File: config.mk
export PLATFORM = sky130hd
export DESIGN_NAME = keypad_scan
export DESIGN_NICKNAME = d
export VERILOG_FILES = /design/src/rtl/keypad_pkg.sv /design/src/rtl/keypad_sync.sv /design/src/rtl/keypad_scan.sv
export SDC_FILE = /design/constraint.sdc
export NUM_CORES = 1
export LEC_CHECK = 0
export CAP_MARGIN = 40
export CORE_MARGIN = 4
export CORE_UTILIZATION = 54
export CTS_BUF_LIST = sky130_fd_sc_hd__clkbuf_4 sky130_fd_sc_hd__clkbuf_8
export DETAILED_ROUTE_END_ITERATION = 8
export PLACE_DENSITY = 0.87
export SLEW_MARGIN = 30
export SYNTH_ARGS = -nofsm -noshare
export SYNTH_HDL_FRONTEND = slang
export SYNTH_SLANG_ARGS = --single-unit
File: constraint.sdc
create_clock -name clock -period 2.04 [get_ports clock]
set_input_delay 0.306 -clock clock [delete_from_list [all_inputs] [get_ports clock]]
set_output_delay 0.306 -clock clock [all_outputs]
set_load 0.005 [all_outputs]
File: src/rtl/keypad_pkg.sv
// Shared types and constants for the keypad scanner: FSM states, the blank
// digit code, operator codes and the row/column key action table.
package keypad_pkg;

  typedef enum logic [1:0] {
    SCAN     = 2'd0,
    DEBOUNCE = 2'd1,
    EMIT     = 2'd2,
    RELEASE  = 2'd3
  } state_e;

  localparam logic [3:0] BLANK = 4'hF;

  localparam logic [1:0] OP_A = 2'd0;
  localparam logic [1:0] OP_B = 2'd1;
  localparam logic [1:0] OP_C = 2'd2;
  localparam logic [1:0] OP_D = 2'd3;

  localparam logic [1:0] ACT_DIGIT = 2'd0;
  localparam logic [1:0] ACT_BKSP  = 2'd1;
  localparam logic [1:0] ACT_CLEAR = 2'd2;
  localparam logic [1:0] ACT_OP    = 2'd3;

  typedef struct packed {
    logic [1:0] act;
    logic [3:0] val;
  } key_t;

  // Indexed by {row, col}; entry 15 (r3,c3) is leftmost.
  localparam key_t [15:0] KEY_LUT = {
    {ACT_OP,    2'b00, OP_D}, {ACT_CLEAR, 4'h0}, {ACT_DIGIT, 4'h0}, {ACT_BKSP, 4'h0},
    {ACT_OP,    2'b00, OP_C}, {ACT_DIGIT, 4'h9}, {ACT_DIGIT, 4'h8}, {ACT_DIGIT, 4'h7},
    {ACT_OP,    2'b00, OP_B}, {ACT_DIGIT, 4'h6}, {ACT_DIGIT, 4'h5}, {ACT_DIGIT, 4'h4},
    {ACT_OP,    2'b00, OP_A}, {ACT_DIGIT, 4'h3}, {ACT_DIGIT, 4'h2}, {ACT_DIGIT, 4'h1}
  };

endpackage

File: src/rtl/keypad_sync.sv
// Two-flop synchroniser for the asynchronous keypad row inputs.
module keypad_sync #(
  parameter int W = 4
) (
  input  logic         clock,
  input  logic         reset,
  input  logic [W-1:0] d,
  output logic [W-1:0] q
);

  logic [W-1:0] sync_p0;
  logic [W-1:0] sync_p1;

  // Reset to the released (all-high) level so no phantom press is seen.
  always_ff @(posedge clock) begin
    if (reset) begin
      sync_p0 <= '1;
      sync_p1 <= '1;
    end else begin
      sync_p0 <= d;
      sync_p1 <= sync_p0;
    end
  end

  assign q = sync_p1;

endmodule

File: src/rtl/keypad_scan.sv
// 4x4 keypad scanner: column scan, press/release debounce, one pulse per key.
// Optional macro KEYPAD_OPKEYS_EN enables operator outputs for keys A-D;
// without it those keys are debounced silently and op/op_valid stay 0.
module keypad_scan
  import keypad_pkg::*;
#(
  parameter int SCAN_DIV     = 1000,
  parameter int DEBOUNCE_CNT = 20000
) (
  input  logic       clock,
  input  logic       reset,
  input  logic [3:0] row,
  output logic [3:0] col,
  output logic [3:0] digit,
  output logic       load,
  output logic       bksp,
  output logic       clear,
  output logic [1:0] op,
  output logic       op_valid
);

  localparam int DIV_W = (SCAN_DIV > 1) ? $clog2(SCAN_DIV) : 1;
  localparam int DEB_W = $clog2(DEBOUNCE_CNT + 1);
  localparam logic [DIV_W-1:0] DIV_LAST = DIV_W'(SCAN_DIV - 1);
  localparam logic [DEB_W-1:0] DEB_LAST = DEB_W'(DEBOUNCE_CNT - 1);

  logic [3:0]       row_s;
  state_e           state_q, state_d;
  logic [1:0]       col_idx_q, col_idx_d;
  logic [1:0]       row_idx_q, row_idx_d;
  logic [DIV_W-1:0] div_q, div_d;
  logic [DEB_W-1:0] deb_q, deb_d;
  logic [3:0]       digit_q, digit_d;
  logic             load_c, bksp_c, clear_c;
  key_t             key;
`ifdef KEYPAD_OPKEYS_EN
  logic [1:0]       op_q, op_d;
  logic             op_fire;
`endif

  keypad_sync #(.W(4)) u_sync (
    .clock (clock),
    .reset (reset),
    .d     (row),
    .q     (row_s)
  );

  // Lowest-index low row wins when several rows are pressed together.
  function automatic logic [1:0] low_row(input logic [3:0] r);
    if (!r[0])      return 2'd0;
    else if (!r[1]) return 2'd1;
    else if (!r[2]) return 2'd2;
    else            return 2'd3;
  endfunction

  assign key = KEY_LUT[{row_idx_q, col_idx_q}];

  // State and datapath registers.
  always_ff @(posedge clock) begin
    if (reset) begin
      state_q   <= SCAN;
      col_idx_q <= 2'd0;
      row_idx_q <= 2'd0;
      div_q     <= '0;
      deb_q     <= '0;
      digit_q   <= BLANK;
`ifdef KEYPAD_OPKEYS_EN
      op_q      <= OP_A;
`endif
    end else begin
      state_q   <= state_d;
      col_idx_q <= col_idx_d;
      row_idx_q <= row_idx_d;
      div_q     <= div_d;
      deb_q     <= deb_d;
      digit_q   <= digit_d;
`ifdef KEYPAD_OPKEYS_EN
      op_q      <= op_d;
`endif
    end
  end

  // Next-state, counters and EMIT-cycle pulse decode.
  always_comb begin
    state_d   = state_q;
    col_idx_d = col_idx_q;
    row_idx_d = row_idx_q;
    div_d     = div_q;
    deb_d     = deb_q;
    digit_d   = digit_q;
    load_c    = 1'b0;
    bksp_c    = 1'b0;
    clear_c   = 1'b0;
`ifdef KEYPAD_OPKEYS_EN
    op_d      = op_q;
    op_fire   = 1'b0;
`endif
    case (state_q)
      SCAN: begin
        if (div_q == DIV_LAST) begin
          div_d = '0;
          if (row_s != 4'hF) begin
            row_idx_d = low_row(row_s);
            deb_d     = '0;
            state_d   = DEBOUNCE;
          end else begin
            col_idx_d = col_idx_q + 2'd1;
          end
        end else begin
          div_d = div_q + 1'b1;
        end
      end
      DEBOUNCE: begin
        if (!row_s[row_idx_q]) begin
          if (deb_q == DEB_LAST) begin
            deb_d   = '0;
            state_d = EMIT;
            // Value registers change on entry so they are valid with the pulse.
            if (key.act == ACT_DIGIT) digit_d = key.val;
`ifdef KEYPAD_OPKEYS_EN
            if (key.act == ACT_OP) op_d = key.val[1:0];
`endif
          end else begin
            deb_d = deb_q + 1'b1;
          end
        end else begin
          deb_d     = '0;
          div_d     = '0;
          col_idx_d = col_idx_q + 2'd1;
          state_d   = SCAN;
        end
      end
      EMIT: begin
        deb_d   = '0;
        state_d = RELEASE;
        // Gated by reset so an abort in this cycle emits nothing.
        if (!reset) begin
          case (key.act)
            ACT_DIGIT: load_c  = 1'b1;
            ACT_BKSP:  bksp_c  = 1'b1;
            ACT_CLEAR: clear_c = 1'b1;
            default: begin
`ifdef KEYPAD_OPKEYS_EN
              op_fire = 1'b1;
`endif
            end
          endcase
        end
      end
      RELEASE: begin
        if (row_s == 4'hF) begin
          if (deb_q == DEB_LAST) begin
            deb_d     = '0;
            div_d     = '0;
            col_idx_d = col_idx_q + 2'd1;
            state_d   = SCAN;
          end else begin
            deb_d = deb_q + 1'b1;
          end
        end else begin
          deb_d = '0;
        end
      end
      default: state_d = SCAN;
    endcase
  end

  assign col   = ~(4'b0001 << col_idx_q);
  assign digit = digit_q;
  assign load  = load_c;
  assign bksp  = bksp_c;
  assign clear = clear_c;
`ifdef KEYPAD_OPKEYS_EN
  assign op       = op_q;
  assign op_valid = op_fire;
`else
  assign op       = 2'b00;
  assign op_valid = 1'b0;
`endif

endmodule

==> flow_metrics.tcl <==
set metrics [dict create \
    run_status "finished, violations left" \
    violations "setup timing" \
    antenna_found_initial 0 \
    routed_wl_mm 5.656 \
    p_leak_nw 1.194 \
    crit_slowest_cell "or4_4" \
    hold_depth 1 \
    cts_htree_levels 2 \
    ys.flop_type "dfxtp_1" \
    r2r_start "deb_q[13]" \
    vias 2161 \
    gp_congestion 0.8238 \
    grt_pass1_vias 2050 \
    critPathKind "flop to flop" \
    drt_first_pass_iters 4 \
    synthesis.instances 276 \
    min_path_type "flop to flop" \
    grt_usage_pct 20.82 \
    critPathRequiredTime_ps 2220 \
    layout-area-overhead-vs-synth_pct 27.72 \
    n_antenna_cell 0 \
    clockBufferDepth 2 \
    die-area_mm2 0.005391 \
    grt_pass1_wl_mm 8.783 \
    setup_viol 10 \
    worstReg2RegEnd "div_q[7]" \
    fp.dieW_um 73.42 \
    seq_power_share_pct 58.1 \
    cts_tree "yes" \
    synthAdderAreaFrac_pct 3.249 \
    port_buffers 16 \
    p_comb_share_pct 5.5 \
    yosysWarnings 0 \
    min-delay-start "u_sync.sync_p0[0]" \
    period_share_pct 105.2 \
    clock_latency_ps 310 \
    vias_per_cell 5.702 \
    layout-drive-gt1-share_pct 25.84 \
    cp_slowest_stage_delay_ps 540 \
    cts_buffers 5 \
    synth_top_family_by_area "simple AND/OR/NAND/NOR gates" \
    sw_frac_of_total_pct 24.06 \
    hpwlAfterDp_mm 3.765 \
    place_inst 363 \
    finalSetupTns_ps -554.8 \
    grt_max_degree 34 \
    whs_endpoint "u_sync.q[0]" \
    start_util_pct 56.95 \
    endpoint_kind "flop" \
    synth-simple-area-share_pct 29.83 \
    start_kind "flop" \
    clock-root-buffer "clkbuf_8" \
    power_density_mw_per_mm2 506.3 \
    hold_violations 0 \
    final_antenna_net_count 0 \
    synth_xor_area_share_pct 3.790 \
    die_y_um 73.42 \
    max_freq_mhz 465.9 \
    power.share.clock_pct 36.4 \
    final_nets 340 \
    reg2reg_setup_slack_ps -110 \
    rsz0062_at_grt "true" \
    core_mm2 0.004058 \
    setup_slack_ps -106.4 \
    ir_drop_uv 515.5 \
    fin_skew_ps 3.246 \
    synthMuxAreaShare_pct 5.956 \
    max_cap_violations 0 \
    path_cells "or4b_4 -> or4_4 -> o21ai_2 -> nor2b_4 -> buf_12 -> o311ai_1" \
    io_pins 20 \
    synth_cell_types 57 \
    async_reset_ff_share_pct 0 \
    worstPathMaxFanout 10 \
    cp_data_arrival_time_ps 2320 \
    period_needed_ps 2146 \
    synth_edf_count 0 \
    synth-compound-area-share_pct 14.13 \
    synthesis.area_mm2 0.002311 \
    yosysSeqAreaShare_pct 37.25 \
    switching_power_mw 0.3596 \
    ys_ff_latch 43 \
    intPower_mw 1.135 \
    drc 0 \
    fillCellCount 284 \
    cp-startpoint "deb_q[13]" \
    final_util_pct 72.74 \
    grt_remaining_overflow 0 \
    path_clk_slew_ps 80 \
    cts_sinks 43 \
    rows 23 \
    first_iter_violations 207 \
    drv_slew 0 \
    layout.cells.non_filler 379 \
    rr_worst_depth 6 \
    avgRoutedWirePerCell_um 14.92 \
    avgSynthCellArea_um2 8.373 \
]
cell type report:
class | instances | area (um^2) | share of cell area, %
Sequential cell | 43 | 864.6 | 29.29
Tap cell | 50 | 62.56 | 2.120
Clock inverter | 3 | 20.02 | 0.6783
Multi-Input combinational cell | 208 | 1389 | 47.05
Inverter | 12 | 45.04 | 1.526
Clock buffer | 5 | 68.82 | 2.331
Timing Repair Buffer | 58 | 501.7 | 17.00
how the worst max path moves through the flow:
stage / to / slack [ps]
floorplan: div_q[1] / -120
global placement: div_q[1] / -70
detailed placement: div_q[1] / -120
CTS: div_q[1] / -100
global route: div_q[1] / -170
finish: div_q[7] / -110
sequential cells by signal, indices dropped and copies added, names as in the netlist, named ones only:
register	count
row_idx_q	2
deb_q	15
col_idx_q	2
div_q	10
state_q	1
u_sync.sync_p0	4
digit	4
u_sync.q	4
synth_stat cells, types with 3 or more instances:
library cell,n,area share [%]
a21oi_1,11,2.4
a311oi_1,3,1.1
a31oi_1,5,1.4
and3_1,5,1.4
buf_4,3,0.97
clkbuf_1,6,0.97
dfxtp_1,43,37
ha_1,6,3.2
inv_1,12,1.9
mux2i_1,10,4.3
nand2_1,26,4.2
nand2b_1,11,3.0
nand3_1,10,2.2
nand4_1,10,2.7
nor2_1,31,5.0
nor3_1,5,1.1
nor4_1,3,0.81
o21ai_0,12,2.6
or2_2,10,2.7
or3_1,3,0.81
xor2_1,8,3.0
metal layers:
metal	GRT usage (%)	wire, um	vias to the layer above
met5	0	0	-
met4	10.06	98	0
met3	4.925	192	12
met2	34.16	2840	47
met1	25.57	2524	1025
li1	-	-	1077
cells by family (layout without fill, tap and decap cells):
family,count (synthesis),in the layout
buf+inv,27,78
flops,43,43
xor+xnor,10,10
fa+ha+maj,6,6
mux,12,12
simple gates,128,128
compound gates,49,49
other cells,1,3
metrics by stage:
| step | area (um^2) | total power [mW] | worst slack, ps | hold WS (ps) |
|---|---|---|---|---|
| global placement | 2746 | 0.9627 | -67.37 | 391.0 |
| CTS | 2878 | 1.497 | -95.52 | 419.7 |
| floorplan | 2328 | 0.9390 | -116.7 | 389.5 |
| detailed placement | 2746 | 0.9674 | -117.3 | 399.8 |
| global route | 2952 | 1.551 | -167.1 | 432.6 |
| finish | 2952 | 1.494 | -106.4 | 415.8 |
layout by cell type, fill, tap and decap left out, types with 5 or more instances in the layout:
cell type and instances:
buf_4 37, mux2i_1 10, nor2_1 29, a31oi_1 5
nand3_1 9, dfxtp_1 40, nor3_1 5, clkbuf_8 5
o21ai_0 11, nand2b_1 11, nand2_1 26, nand4_1 10
clkdlybuf4s50_1 13, ha_1 5, inv_1 10, xor2_1 8
and3_1 5, a21oi_1 10, or2_2 10
worst max-delay path, delay by kind of cell, from the launching register on:
kind	cells	cell delay [ps]
AND/OR/NAND/NOR	3	1260
AO/OA/AOI/OAI	2	300
buffers and inverters	1	130
flip-flops	1	330
power by group through the flow:
stage | Combinational [mW] | Clock [mW] | Sequential, mW
6_report | 0.0822 | 0.544 | 0.869
5_1_grt | 0.0900 | 0.589 | 0.872
4_1_cts | 0.0804 | 0.548 | 0.868
3_5_place_dp | 0.0789 | 0 | 0.888
3_3_place_gp | 0.0758 | 0 | 0.887
2_1_floorplan | 0.0537 | 0 | 0.885
repair_timing:
action                                  in CTS  in global routing
pin swaps                                    5                  3
endpoints found under the setup margin      14                 30
hold buffers                                 0                  0
hold endpoints to repair                     0                  0
gates resized for setup                     11                 10
buffers inserted                             2                  5
Power figures use the tool's default switching activity.
